File: src/rtl/regfile_wb_ctrl_if.sv
// Writeback bus between the result producers and the register-file write
// controller.
//   p_valid/p_addr/p_data       : in-order pipeline writeback (always accepted)
//   m_valid/m_ready/m_addr/m_data: multi-cycle unit result handshake
//   we/waddr/wdata              : register file write port (registered)
//   pend_mask                   : per-register pending source M write
//   q_count                     : source M FIFO occupancy
// master = producer/register-file side, slave = controller.
interface regfile_wb_ctrl_if #(
    parameter int DEPTH  = 4,
    parameter int ADDR_W = 5,
    parameter int DATA_W = 32
);
    localparam int CW = $clog2(DEPTH) + 1;

    logic              p_valid;
    logic [ADDR_W-1:0] p_addr;
    logic [DATA_W-1:0] p_data;
    logic              m_valid;
    logic              m_ready;
    logic [ADDR_W-1:0] m_addr;
    logic [DATA_W-1:0] m_data;
    logic              we;
    logic [ADDR_W-1:0] waddr;
    logic [DATA_W-1:0] wdata;
    logic [31:0]       pend_mask;
    logic [CW-1:0]     q_count;

    modport master (
        output p_valid, p_addr, p_data, m_valid, m_addr, m_data,
        input  m_ready, we, waddr, wdata, pend_mask, q_count
    );

    modport slave (
        input  p_valid, p_addr, p_data, m_valid, m_addr, m_data,
        output m_ready, we, waddr, wdata, pend_mask, q_count
    );
endinterface

File: src/rtl/regfile_wb_ctrl.sv
// Register file write-side controller.
// Merges pipeline writebacks (source P, always accepted, highest priority)
// with multi-cycle unit results (source M, queued in a DEPTH-entry FIFO) onto
// the single register-file write port. The port outputs are registered: a
// request selected in cycle N is visible on we/waddr/wdata after edge N+1.
// WAW hazards: M results are older than any concurrent/later P write, so a
// P write to register A kills every queued M entry targeting A (including
// one enqueued in the same cycle). Killed entries drain silently.
// Ports:
//   clk, rst : clock, synchronous active-high reset
//   bus      : regfile_wb_ctrl_if.slave (P/M requests, write port,
//              pend_mask, q_count)
// Optional feature macro WB_BYPASS_EN: adds ra_addr/rb_addr inputs and
//   ra/rb_fwd_hit, ra/rb_fwd_data outputs that forward the value currently on
//   the write port to the decode stage.
module regfile_wb_ctrl #(
    parameter int DEPTH  = 4,
    parameter int ADDR_W = 5,
    parameter int DATA_W = 32
) (
    input  logic                clk,
    input  logic                rst,
    regfile_wb_ctrl_if.slave    bus
`ifdef WB_BYPASS_EN
    ,
    input  logic [ADDR_W-1:0]   ra_addr,
    input  logic [ADDR_W-1:0]   rb_addr,
    output logic                ra_fwd_hit,
    output logic                rb_fwd_hit,
    output logic [DATA_W-1:0]   ra_fwd_data,
    output logic [DATA_W-1:0]   rb_fwd_data
`endif
);
    localparam int PW = $clog2(DEPTH);
    localparam int CW = PW + 1;
    localparam logic [CW-1:0] FULL = CW'(DEPTH);

    logic [ADDR_W-1:0] mem_addr [DEPTH];
    logic [DATA_W-1:0] mem_data [DEPTH];
    logic [DEPTH-1:0]  live;        // occupied and not killed
    logic [PW-1:0]     rd_ptr;
    logic [PW-1:0]     wr_ptr;
    logic [CW-1:0]     count;

    logic              we_q;
    logic [ADDR_W-1:0] waddr_q;
    logic [DATA_W-1:0] wdata_q;

    logic enq;
    logic deq;
    logic m_ready;
    logic same_addr;

    assign m_ready   = !rst && (count < FULL);
    assign enq       = bus.m_valid && m_ready;
    // P has the port whenever it is valid; the FIFO drains only in idle P cycles.
    assign deq       = !bus.p_valid && (count != '0);
    assign same_addr = bus.p_valid && (bus.m_addr == bus.p_addr);

    always_ff @(posedge clk) begin
        if (rst) begin
            rd_ptr  <= '0;
            wr_ptr  <= '0;
            count   <= '0;
            live    <= '0;
            we_q    <= 1'b0;
            waddr_q <= '0;
            wdata_q <= '0;
        end else begin
            // Kill older queued writes to the register P is writing now.
            if (bus.p_valid) begin
                for (int i = 0; i < DEPTH; i++) begin
                    if (mem_addr[i] == bus.p_addr)
                        live[i] <= 1'b0;
                end
            end
            // Enqueue slot never aliases the dequeue slot: equal pointers
            // mean empty (no dequeue) or full (no enqueue).
            if (enq) begin
                mem_addr[wr_ptr] <= bus.m_addr;
                mem_data[wr_ptr] <= bus.m_data;
                live[wr_ptr]     <= !same_addr;
                wr_ptr           <= wr_ptr + 1'b1;
            end
            if (deq) begin
                live[rd_ptr] <= 1'b0;
                rd_ptr       <= rd_ptr + 1'b1;
            end
            case ({enq, deq})
                2'b10:   count <= count + 1'b1;
                2'b01:   count <= count - 1'b1;
                default: count <= count;
            endcase

            if (bus.p_valid) begin
                we_q    <= (bus.p_addr != '0);
                waddr_q <= bus.p_addr;
                wdata_q <= bus.p_data;
            end else if (deq) begin
                we_q    <= live[rd_ptr] && (mem_addr[rd_ptr] != '0);
                waddr_q <= mem_addr[rd_ptr];
                wdata_q <= mem_data[rd_ptr];
            end else begin
                we_q    <= 1'b0;
            end
        end
    end

    // Derived from registered live/addr state, so it moves on the same edge
    // as enqueue, dequeue and kill.
    always_comb begin
        bus.pend_mask = '0;
        for (int i = 0; i < DEPTH; i++) begin
            if (live[i])
                bus.pend_mask[5'(mem_addr[i])] = 1'b1;
        end
        bus.pend_mask[0] = 1'b0;
    end

    assign bus.m_ready = m_ready;
    assign bus.q_count = count;
    assign bus.we      = we_q;
    assign bus.waddr   = waddr_q;
    assign bus.wdata   = wdata_q;

`ifdef WB_BYPASS_EN
    assign ra_fwd_hit  = we_q && (waddr_q == ra_addr) && (ra_addr != '0);
    assign rb_fwd_hit  = we_q && (waddr_q == rb_addr) && (rb_addr != '0);
    assign ra_fwd_data = ra_fwd_hit ? wdata_q : '0;
    assign rb_fwd_data = rb_fwd_hit ? wdata_q : '0;
`endif
endmodule

File: src/flat_wrapper.sv
// flat-port wrapper written by rule: the top's interface ports become plain ports
module regfile_wb_ctrl_flat 
#(
    parameter int DEPTH  = 4,
    parameter int ADDR_W = 5,
    parameter int DATA_W = 32
)
  (clk, rst, bus_p_valid, bus_p_addr, bus_p_data, bus_m_valid, bus_m_addr, bus_m_data, bus_m_ready, bus_we, bus_waddr, bus_wdata, bus_pend_mask, bus_q_count);
  regfile_wb_ctrl_if #(.DEPTH(DEPTH), .ADDR_W(ADDR_W), .DATA_W(DATA_W)) bus_i ();
  input  logic clk;
  input  logic rst;
  input wire logic [$bits(bus_i.p_valid)-1:0] bus_p_valid;
  input wire logic [$bits(bus_i.p_addr)-1:0] bus_p_addr;
  input wire logic [$bits(bus_i.p_data)-1:0] bus_p_data;
  input wire logic [$bits(bus_i.m_valid)-1:0] bus_m_valid;
  input wire logic [$bits(bus_i.m_addr)-1:0] bus_m_addr;
  input wire logic [$bits(bus_i.m_data)-1:0] bus_m_data;
  output wire logic [$bits(bus_i.m_ready)-1:0] bus_m_ready;
  output wire logic [$bits(bus_i.we)-1:0] bus_we;
  output wire logic [$bits(bus_i.waddr)-1:0] bus_waddr;
  output wire logic [$bits(bus_i.wdata)-1:0] bus_wdata;
  output wire logic [$bits(bus_i.pend_mask)-1:0] bus_pend_mask;
  output wire logic [$bits(bus_i.q_count)-1:0] bus_q_count;
  assign bus_i.p_valid = bus_p_valid;
  assign bus_i.p_addr = bus_p_addr;
  assign bus_i.p_data = bus_p_data;
  assign bus_i.m_valid = bus_m_valid;
  assign bus_i.m_addr = bus_m_addr;
  assign bus_i.m_data = bus_m_data;
  assign bus_m_ready = bus_i.m_ready;
  assign bus_we = bus_i.we;
  assign bus_waddr = bus_i.waddr;
  assign bus_wdata = bus_i.wdata;
  assign bus_pend_mask = bus_i.pend_mask;
  assign bus_q_count = bus_i.q_count;
  regfile_wb_ctrl #(.DEPTH(DEPTH), .ADDR_W(ADDR_W), .DATA_W(DATA_W)) u_core (.clk(clk), .rst(rst), .bus(bus_i));
endmodule
File: config.mk
export PLATFORM = sky130hd
export DESIGN_NAME = regfile_wb_ctrl_flat
export DESIGN_NICKNAME = d
export VERILOG_FILES = /design/src/rtl/regfile_wb_ctrl_if.sv /design/src/rtl/regfile_wb_ctrl.sv /design/src/flat_wrapper.sv
export SDC_FILE = /design/constraint.sdc
export NUM_CORES = 1
export LEC_CHECK = 0
export BUFFER_PORTS_ARGS = -buffer_cell sky130_fd_sc_hd__buf_2
export CAP_MARGIN = 20
export CORE_AREA = 2 2 131 133
export DETAILED_ROUTE_END_ITERATION = 8
export DIE_AREA = 0 0 133 135
export GPL_TIMING_DRIVEN = 0
export PLACE_DENSITY = 0.87
export SYNTH_ARGS = -nofsm -noshare
export SYNTH_HDL_FRONTEND = slang
export SYNTH_SLANG_ARGS = --single-unit
export TNS_END_PERCENT = 5
File: constraint.sdc
create_clock -name clk -period 3.28 [get_ports clk]
set_input_delay 0.656 -clock clk [delete_from_list [all_inputs] [get_ports clk]]
set_output_delay 0.656 -clock clk [all_outputs]
set_load 0.03 [all_outputs]
# == Word-level counts from Yosys, hierarchy flattened ==
# Memories as Yosys holds them, arrays and structs flattened. A register that Yosys moved wholly into a read port is not among the register bits.
# Cells that the tools add are included.
# op_classes
n_shift,0
eq_ne,7
magnitude_cmp,13
div,0
reduce_logical,19
multipliers,0
addsub,4
muxes,42
n_bitwise,5
# op_table
op,count
32-bit two-way mux,6
32-bit bitwise OR,3
5-bit equality test,5
"5-bit by 6-bit < comparator with 1-bit output, second input constant",4
1-bit demux with 5-bit select,4
"5-bit by 1-bit greater-or-equal comparator with 1-bit output, second input constant",4
4-bit two-way mux,5
1-bit two-way mux,16
1-bit logical AND,11
5-bit two-way mux,2
5-bit nonzero test,2
2-bit two-way mux,4
"2-bit by 3-bit < comparator with 1-bit output, second input constant",2
3-bit one-hot mux with 2 select lines,1
"2-bit by 1-bit adder with 2-bit output, second input constant",2
4-bit AND,1
4-bit bitwise mux,1
1-bit demux with 2-bit select,2
"2-bit by 1-bit greater-or-equal comparator with 1-bit output, second input constant",2
4-bit NOT,1
2-bit nonzero test,2
"3-bit by 1-bit adder with 3-bit output, second input constant",1
1-bit logical NOT,3
"3-bit < comparator, second input constant",1
5 further kinds,5
# word_totals
output_inout_bits,74
register_bits,49
n_memories,2
input_bits,78
latch_bits,0
ramBits,148
elab_cells,99
mem_bits_ro,0
# mem_list
memory,words,word_bits,read_ports,rd_ports_with_merged_regs,wr,line,rtl
u_core.mem_data,4,32,1,1,1,regfile_wb_ctrl.sv:39,logic [DATA_W-1:0] mem_data [DEPTH];
u_core.mem_addr,4,5,5,1,1,regfile_wb_ctrl.sv:38,logic [ADDR_W-1:0] mem_addr [DEPTH];

# == Depth between registers and ports, before layout ==
# Gate-level depths: netlist of the first run.
# An unclocked memory read counts as a cell.
# depth
word_depth,12
depth_mapped,9
mapped_depth_nobuf,8

# == Worst setup path before layout of the first run ==
# Ideal clock, no wire load.
# synth_timing
kind,input to register
from,input port bus_p_valid
to,register u_core.count[2] (netlist: u_core.bus.q_count[2])
setup_slack_ns,0.753
setup_time_ns,0.071
arrival_ns,2.457
n_path_buf,2
required_ns,3.209
cell_stages,9
path_cell_list,clkbuf_1 > clkbuf_1 > nor2_1 > ha_1 > inv_1 > fa_1 > xor2_1 > or3_1 > a21oi_1
# synth_via
elab_chain_cells,4
elab_cells_between_ends,6
classes_between,eq/ne (2); mux (1); reduce/logical (3)
# synth_lines
element,line,rtl
"start, declared",flat_wrapper.sv:12,input wire logic [$bits(bus_i.p_valid)-1:0] bus_p_valid;
1-bit logical NOT *,regfile_wb_ctrl.sv:57,assign deq = !bus.p_valid && (count != '0);
1-bit logical AND *,regfile_wb_ctrl.sv:57,
2-bit by 1-bit equality test with 1-bit output / 2-bit equality test (equally long branches),regfile_wb_ctrl.sv:89,"case ({enq, deq})"
3-bit one-hot mux with 2 select lines / 2-bit nonzero test (equally long branches),n/a,
"end signal, assigned",regfile_wb_ctrl.sv:90,2'b10: count <= count + 1'b1;
"end signal, assigned",regfile_wb_ctrl.sv:91,2'b01: count <= count - 1'b1;
"end signal, assigned",regfile_wb_ctrl.sv:92,default: count <= count;
"end, declared",regfile_wb_ctrl.sv:43,logic [CW-1:0] count;
# Mark *: on every way between the ends. The rest lies on a longest branch, timed or not.
# A chain may end at the register's enable or synchronous reset.

==> flow_summary.rst, run 1 <==
.. list-table::
   :header-rows: 1

   * - Metric
     - Value
   * - Number of buffers created by CTS
     - 17
   * - Clock latency at the later pin of the worst-skew pair
     - 0.43 ns
   * - First-pass GRT wire length
     - 35,000 um
   * - Layout cells sized above 1
     - 0.276
   * - Worst Tran Pin Value
     - 1.02 ns
   * - Clock root buffer
     - sky130_fd_sc_hd__clkbuf_16
   * - Maximum number of pins on one net before global-route repair
     - 38
   * - CP max FO
     - 7
   * - Antenna violations before repair
     - 0
   * - Detailed placement HPWL
     - 15,300 um
   * - Worst-case setup margin in the final layout
     - 0.217 ns
   * - Max H-tree Level
     - 4
   * - Clock tree skew after final layout
     - 0.00878 ns
   * - Area of the placeable core
     - 0.0164 mm2
   * - Synth Register Bits
     - 199
   * - Leakage dissipation
     - 3.85 nW
   * - Maximum number of buffers from clock root to sink
     - 2
   * - Total wire length after detailed routing
     - 22,500 um
   * - Post-synth design cell area
     - 0.00897 mm2
   * - Max IR drop VDD
     - 0.508 mV
   * - Maximum clock frequency
     - 326 MHz
   * - Hold Fails Final Rpt
     - 0
   * - Syn Inst Count
     - 681
   * - Worst endpoint required time
     - 2.62 ns
   * - Crit share post-route
     - 0.934
   * - Die boundary width
     - 133 um
   * - Cell variety after synth
     - 41
   * - Effective utilization at floorplan
     - 0.546
   * - Final max-slew violation count
     - 0
   * - Hold Path Depth
     - 1
   * - Yosys top cell area share
     - 0.496
   * - Hold path startpoint
     - bus_m_data[18]
   * - Yosys warnings
     - 0
   * - Antenna Cells
     - 0
   * - # fillers
     - 1,200
   * - Sink Count
     - 199
   * - I/O pin count
     - 152
   * - Count of cells resized by post-cts repair
     - 0
   * - Run status
     - complete, no violations
   * - Summed area of non-filler cells in the final layout
     - 0.0106 mm2
   * - Arrival time of the worst setup path
     - 2.41 ns
   * - Fraction of registers with async set or reset after synthesis
     - 0
   * - CP Capture Type
     - output pin
   * - Total power per unit cell area
     - 651 mW/mm2
   * - Setup TNS
     - 0 ns
   * - Number of enable-type register cells in the synthesized netlist
     - 148
   * - Hold worst-path end
     - u_core.mem_data[3][18]
   * - Predominant post-synthesis flop cell
     - sky130_fd_sc_hd__edfxtp_1
   * - Number of placement rows
     - 47
   * - Startpoint type of the worst setup path
     - register
   * - Instance area after placement
     - 0.0100 mm2
   * - Depth of the worst register-to-register path
     - 9
   * - Final weighted congestion of routability-driven global placement
     - 0.946
   * - CP Class
     - register to output pin
   * - Setup fix buffers added after clock tree synthesis
     - 0
   * - Cell type of the slowest stage on the worst timing path
     - sky130_fd_sc_hd__nor3b_1
   * - Reg-to-reg startpoint
     - u_core.bus.q_count[2]
   * - Vias
     - 6,623
   * - Synthesized net count
     - 769
   * - Final design utilization
     - 0.644
   * - Total design power
     - 6.88 mW
   * - Unrepaired setup endpoints after global routing
     - no
   * - Nets
     - 934
   * - Vias in the first global route
     - 6,417
   * - Worst R2R Setup Slack
     - 0.71 ns
   * - Remaining antenna violation count after routing
     - 0
   * - Clock period minus final worst setup slack
     - 3.06 ns
   * - Total setup violations reported at the end of the flow
     - 0
   * - Reported max-cap violation count
     - 0
   * - Post-synth top area cell
     - sky130_fd_sc_hd__edfxtp_1
   * - Worst-path clk slew
     - 0.07 ns
   * - Class of the most critical hold timing path
     - input pin to register
   * - Overall global routing resource usage
     - 0.257
   * - Area growth from synthesis to layout
     - 17.8%
   * - Port buffer count
     - 143
   * - Capture instance of the worst register-to-register path
     - u_core.bus.q_count[2]
   * - Total of hold buffers inserted after clock tree synthesis
     - 0
   * - Top cells by instance count after synthesis
     - sky130_fd_sc_hd__edfxtp_1, sky130_fd_sc_hd__nand2_1, sky130_fd_sc_hd__a21oi_1
   * - Most frequent cell after synthesis
     - sky130_fd_sc_hd__edfxtp_1
   * - Die area
     - 0.0180 mm2
   * - Cells along the critical path
     - nor3b_1 -> a22oi_1 -> o221ai_1 -> buf_2
   * - Sequential element share of the synthesized area
     - 0.610
   * - Slew HR
     - 0.321
   * - Vertical extent of the die
     - 135 um
   * - Dominant delay contributor by cell family on the critical path
     - simple AND/OR/NAND/NOR gates
   * - Max incr delay on CP
     - 0.87 ns
   * - TritonCTS clock tree
     - yes
   * - Post-Place Setup Slack
     - 0.320 ns
   * - Detailed-router iteration count before antenna repair
     - 6
   * - Mean cell area of the mapped netlist
     - 13.2 um2
   * - Overflow after GRT
     - 0
   * - Initial DRC count
     - 772
   * - Detailed-route DRC error count
     - 0
   * - Worst path buffer plus inverter count
     - 1
   * - Average wire per standard cell
     - 20.9 um
   * - Leading cell types by total area after synthesis
     - sky130_fd_sc_hd__edfxtp_1, sky130_fd_sc_hd__dfxtp_1, sky130_fd_sc_hd__mux4_2, sky130_fd_sc_hd__a221oi_1, sky130_fd_sc_hd__a21oi_1
   * - Via-per-instance ratio
     - 6.14
==> layout make-up <==
type                       count  area [um2]  share of cell area
timing repair buffer         146         776              0.0734
sequential                   199        5470               0.517
multi-input combinational    376        3080               0.292
buffer                        56         231              0.0219
clock buffer                  17         425              0.0403
inverter                      50         188              0.0178
clock inverter                15         124              0.0117
tap                          220         275              0.0261
==> worst reg2reg max path, stage by stage, from the launching register on <==
cell                      delay [ns]
sky130_fd_sc_hd__dfxtp_1        0.46
sky130_fd_sc_hd__nor3_1         0.15
sky130_fd_sc_hd__buf_2          0.23
sky130_fd_sc_hd__nor2_1         0.34
sky130_fd_sc_hd__ha_1           0.26
sky130_fd_sc_hd__inv_1          0.06
sky130_fd_sc_hd__fa_1           0.38
sky130_fd_sc_hd__xor2_1         0.18
sky130_fd_sc_hd__or3_1          0.31
sky130_fd_sc_hd__a21oi_1        0.13
==> per-stage QoR <==
stage,hold slack (ns),std cells
detailed placement,0.525,1047
global route,0.420,1079
CTS,0.423,1079
floorplan,0.480,681
finish,0.442,1079
global placement,0.515,1044
==> flip-flops by register name, summed over array words and instances, names as in the netlist, named ones only <==
| signal | flops |
|---|---|
| u_core.bus.q_count | 3 |
| u_core.bus.waddr | 5 |
| u_core.bus.wdata | 32 |
| u_core.bus.we | 1 |
| u_core.live | 4 |
| u_core.mem_addr | 20 |
| u_core.mem_data | 128 |
| u_core.rd_ptr | 2 |
| u_core.wr_ptr | 2 |
==> power breakdown <==
group | internal [mW] | switching, mW | total [mW] | leakage (nW)
clock network | 0.985 | 0.948 | 1.93 | 0.255
registers | 2.92 | 0.120 | 3.04 | 1.77
logic | 0.697 | 1.21 | 1.91 | 1.83
==> layer usage <==
metal	wire length, um	vias up	GRT usage
li1	-	2951	-
met1	8840	3197	0.342
met2	11000	427	0.415
met3	2270	48	0.0736
met4	363	0	0.0800
met5	0	-	0
==> cells by family (layout without fill, tap and decap cells) <==
group,Yosys count,after routing,synth area share
xor gates and xnor gates,29,29,0.0283
muxes,38,38,0.0955
DFF,199,199,0.610
and+or+nand+nor,137,137,0.0779
adders and majority gates,10,10,0.0148
AOI/OAI and AO/OA,161,161,0.127
buffers and inverters,106,284,0.0467
other,1,1,0.000418
==> worst max-delay path by stage <==
| stage | start | to | slack (ns) | cells past startpoint |
|---|---|---|---|---|
| after floorplan | bus_p_valid | u_core.bus.q_count[2] | 0.75 | 9 |
| after global placement | rst | u_core.mem_data[3][18] | -0.01 | 4 |
| after detailed placement | bus_p_valid | u_core.bus.q_count[2] | 0.32 | 9 |
| after CTS | u_core.mem_addr[0][0] | bus_pend_mask[20] | 0.34 | 4 |
| after global routing | u_core.mem_addr[0][0] | bus_pend_mask[8] | 0.1 | 4 |
| final | u_core.mem_addr[0][0] | bus_pend_mask[20] | 0.22 | 4 |
==> cells in the final DEF, fill, tap and decap left out, types with 6 or more instances in the layout <==
cell type                   count
sky130_fd_sc_hd__a21oi_1       55
sky130_fd_sc_hd__a221oi_1      37
sky130_fd_sc_hd__a22oi_1       16
sky130_fd_sc_hd__and3b_1        6
sky130_fd_sc_hd__buf_2        150
sky130_fd_sc_hd__clkbuf_1      44
sky130_fd_sc_hd__clkbuf_16     17
sky130_fd_sc_hd__dfxtp_1       51
sky130_fd_sc_hd__edfxtp_1     148
sky130_fd_sc_hd__ha_1           9
sky130_fd_sc_hd__inv_1         45
sky130_fd_sc_hd__mux4_2        38
sky130_fd_sc_hd__nand2_1       59
sky130_fd_sc_hd__nand3b_1      10
sky130_fd_sc_hd__nand4_1        6
sky130_fd_sc_hd__nor2_1        25
sky130_fd_sc_hd__nor3b_1        8
sky130_fd_sc_hd__o211ai_1       9
sky130_fd_sc_hd__o221ai_1      16
sky130_fd_sc_hd__o31ai_1        9
sky130_fd_sc_hd__or3b_2         6
sky130_fd_sc_hd__xnor2_1       23
sky130_fd_sc_hd__xor2_1         6
Power figures use the tool's default switching activity.
==> inputs of run 2 (changes only) <==
--- a/config.mk
+++ b/config.mk
@@ -7,11 +7,14 @@
 export LEC_CHECK = 0
 export BUFFER_PORTS_ARGS = -buffer_cell sky130_fd_sc_hd__buf_2
 export CAP_MARGIN = 20
-export CORE_AREA = 2 2 131 133
+export CELL_PAD_IN_SITES_DETAIL_PLACEMENT = 1
+export CELL_PAD_IN_SITES_GLOBAL_PLACEMENT = 2
+export CORE_AREA = 2 2 157 159
+export CTS_CLUSTER_SIZE = 20
 export DETAILED_ROUTE_END_ITERATION = 8
-export DIE_AREA = 0 0 133 135
+export DIE_AREA = 0 0 159 161
 export GPL_TIMING_DRIVEN = 0
-export PLACE_DENSITY = 0.87
+export PLACE_DENSITY = 0.88
 export SYNTH_ARGS = -nofsm -noshare
 export SYNTH_HDL_FRONTEND = slang
 export SYNTH_SLANG_ARGS = --single-unit
==> run 2 against run 1 <==
Net effect: power is 2.4% higher; non-clock buffer count up 1; first-iteration DRC count down 42%.
==> flow_summary.rst, run 2 (synthesis gave the netlist of run 1 again) <==
.. list-table::
   :header-rows: 1

   * - Metric
     - Value
   * - Run status
     - complete, no violations
   * - Max incr delay on CP
     - 0.90 ns (+0.03 ns)
   * - Leakage dissipation
     - 3.90 nW (+1.1%)
   * - Arrival time of the worst setup path
     - 2.48 ns (+0.07 ns)
   * - # fillers
     - 2,592 (+120%)
   * - CP Class
     - register to output pin
   * - Area growth from synthesis to layout
     - 20.2%
   * - Number of placement rows
     - 57 (+21%)
   * - Worst R2R Setup Slack
     - 0.68 ns (-0.03 ns)
   * - Max H-tree Level
     - 4 (unchanged)
   * - Top register by number of flip-flops
     - u_core.mem_data
   * - Global-route track usage on met3
     - 0.0483 (-0.0253)
   * - Maximum clock frequency
     - 319 MHz (-2.2%)
   * - Worst-path clk slew
     - 0.08 ns (about the same)
   * - Total of hold buffers inserted after clock tree synthesis
     - 0 (unchanged)
   * - Clock period minus final worst setup slack
     - 3.13 ns (+0.0699 ns)
   * - Busiest metal layer after global routing
     - met2
   * - Worst endpoint required time
     - 2.62 ns (about the same)
   * - Nets
     - 935 (+0.11%)
   * - Overall global routing resource usage
     - 0.208 (-0.0493)
   * - Overflow after GRT
     - 0 (unchanged)
   * - Setup TNS
     - 0 ns (unchanged)
   * - Area of the placeable core
     - 0.0240 mm2 (+46%)
   * - Vias in the first global route
     - 6,870 (+7.1%)
   * - Total setup violations reported at the end of the flow
     - 0 (unchanged)
   * - CP Capture Type
     - output pin
   * - Total power per unit cell area
     - 654 mW/mm2 (+0.42%)
   * - Most frequent standard cell in the layout excluding fill and tap cells
     - sky130_fd_sc_hd__buf_2
   * - Reg-to-reg startpoint
     - u_core.bus.q_count[2]
   * - Layout cells sized above 1
     - 0.278 (+0.00200)
   * - Maximum number of buffers from clock root to sink
     - 2 (unchanged)
   * - Maximum number of pins on one net before global-route repair
     - 31 (-18%)
   * - Via-per-instance ratio
     - 5.52 (-10%)
   * - Switching share of power
     - 0.341 (+0.0101)
   * - Hold Fails Final Rpt
     - 0 (unchanged)
   * - Met2 global-route usage
     - 0.357 (-0.0581)
   * - Antenna violations before repair
     - 3 (+3)
   * - Hold path startpoint
     - bus_m_data[6]
   * - Antenna Cells
     - 0 (unchanged)
   * - Detailed-router iteration count before antenna repair
     - 5 (-1)
   * - TritonCTS clock tree
     - yes
   * - Remaining antenna violation count after routing
     - 0 (unchanged)
   * - Clock latency at the later pin of the worst-skew pair
     - 0.44 ns (about the same)
   * - Most frequent cells in the layout
     - sky130_fd_sc_hd__buf_2, sky130_fd_sc_hd__edfxtp_1, sky130_fd_sc_hd__nand2_1
   * - Max IR drop VDD
     - 0.509 mV (+0.20%)
   * - Final design utilization
     - 0.450 (-0.194)
   * - Met1 Resource Use GR
     - 0.266 (-0.0755)
   * - Final max-slew violation count
     - 0 (unchanged)
   * - Depth of the worst register-to-register path
     - 9 (unchanged)
   * - Comb pwr share
     - 0.279 (+0.002)
   * - Class of the most critical hold timing path
     - input pin to register
   * - Total wire length after detailed routing
     - 26,500 um (+18%)
   * - Sink Count
     - 199 (unchanged)
   * - Hold Path Depth
     - 1 (unchanged)
   * - Fraction of power consumed by the clock network
     - 0.290 (+0.009)
   * - Cells along the critical path
     - nor3b_1 -> a22oi_1 -> o221ai_1 -> buf_2
   * - Average wire per standard cell
     - 22.4 um (+7.2%)
   * - Capture instance of the worst register-to-register path
     - u_core.bus.q_count[2]
   * - Internal portion of total power
     - 4.64 mW (+0.85%)
   * - Die boundary width
     - 159 um (+20%)
   * - Count of cells resized by post-cts repair
     - 0 (unchanged)
   * - I/O pin count
     - 152 (unchanged)
   * - Number of buffers created by CTS
     - 17 (unchanged)
   * - Cell type of the slowest stage on the worst timing path
     - sky130_fd_sc_hd__nor3b_1
   * - Initial DRC count
     - 445 (-42%)
   * - Final weighted congestion of routability-driven global placement
     - 0.838 (-11%)
   * - First-pass GRT wire length
     - 40,500 um (+16%)
   * - Clock tree skew after final layout
     - 0.0213 ns (+0.0126 ns)
   * - Unrepaired setup endpoints after global routing
     - no
   * - Setup fix buffers added after clock tree synthesis
     - 0 (unchanged)
   * - Max reg flops
     - 128 (unchanged)
   * - Effective utilization at floorplan
     - 0.374 (-0.172)
   * - Crit share post-route
     - 0.955 (+0.0213)
   * - Slew HR
     - 0.263 (-0.0581)
   * - Worst Tran Pin Value
     - 1.10 ns (+0.0869 ns)
   * - Detailed placement HPWL
     - 18,200 um (+19%)
   * - Vertical extent of the die
     - 161 um (+19%)
   * - Proportion of power drawn by flip-flops and latches
     - 0.432 (-0.010)
   * - Clock root buffer
     - sky130_fd_sc_hd__clkbuf_16
   * - Startpoint type of the worst setup path
     - register
   * - Die area
     - 0.0256 mm2 (+43%)
   * - CP max FO
     - 7 (unchanged)
   * - Port buffer count
     - 143 (unchanged)
   * - Vias
     - 6,541 (-1.2%)
   * - Hold worst-path end
     - u_core.mem_data[0][6]
   * - Total net switching power
     - 2.40 mW (+5.5%)
   * - Reported max-cap violation count
     - 0 (unchanged)
   * - Detailed-route DRC error count
     - 0 (unchanged)
==> run 2: cell count changes in the layout (fill, tap and decap cells not counted), sizes merged <==
cell / delta
buf: +1
clkinv: +2
clkinvlp: -3
inv: +1
==> run 2: area by class of cell <==
type                    count  area, um2  share of cell area
flip-flops and latches    199       5470               0.507
repair buffers            147        818              0.0759
clock buffers              17        425              0.0395
multi-input cells         376       3080               0.286
plain buffers              56        231              0.0215
well taps                 324        405              0.0376
clock inverters            15        160              0.0149
inverters                  50        188              0.0174
==> run 2: worst max-delay path by stage <==
stage	cells past startpoint	end	start
2_1_floorplan	9	u_core.bus.q_count[2]	bus_p_valid
3_3_place_gp	4	u_core.mem_data[0][8]	rst
3_5_place_dp	9	u_core.bus.q_count[2]	bus_p_valid
4_1_cts	4	bus_pend_mask[4]	u_core.mem_addr[0][0]
5_1_grt	4	bus_pend_mask[4]	u_core.mem_addr[0][0]
6_report	4	bus_pend_mask[4]	u_core.mem_addr[0][0]
==> run 2: critical path: cells and delay by family, from the launching register on <==
| kind | cells | cell delay (ns) |
|---|---|---|
| simple gates | 1 | 0.90 |
| flops | 1 | 0.50 |
| compound gates | 2 | 0.37 |
| buf+inv | 1 | 0.26 |
==> run 2: power groups by stage <==
stage / clock network [mW] / registers [mW] / logic, mW
5_1_grt: 2.16 / 3.07 / 2.14
6_report: 2.04 / 3.04 / 1.96
3_3_place_gp: 0 / 3.08 / 1.91
3_5_place_dp: 0 / 3.09 / 1.97
2_1_floorplan: 0 / 3.27 / 1.13
4_1_cts: 2.07 / 3.04 / 1.98
==> run 2: layer usage <==
layer  vias up  part of all wire
met4         4             0.016
met5         -           0.00087
met1      3295              0.42
met3        43             0.062
met2       253              0.50
li1       2946                 -
==> run 2: metrics by stage <==
stage / setup slack, ns / area (um2) / hold WS (ns) / total power [mW] / instances
6_report: 0.147 / 10800 / 0.438 / 7.04 / 1184
2_1_floorplan: 0.753 / 8970 / 0.480 / 4.40 / 681
3_3_place_gp: -0.0530 / 10100 / 0.520 / 4.99 / 1148
5_1_grt: 0.0910 / 10800 / 0.426 / 7.36 / 1184
4_1_cts: 0.195 / 10800 / 0.414 / 7.10 / 1184
3_5_place_dp: 0.242 / 10200 / 0.523 / 5.06 / 1152
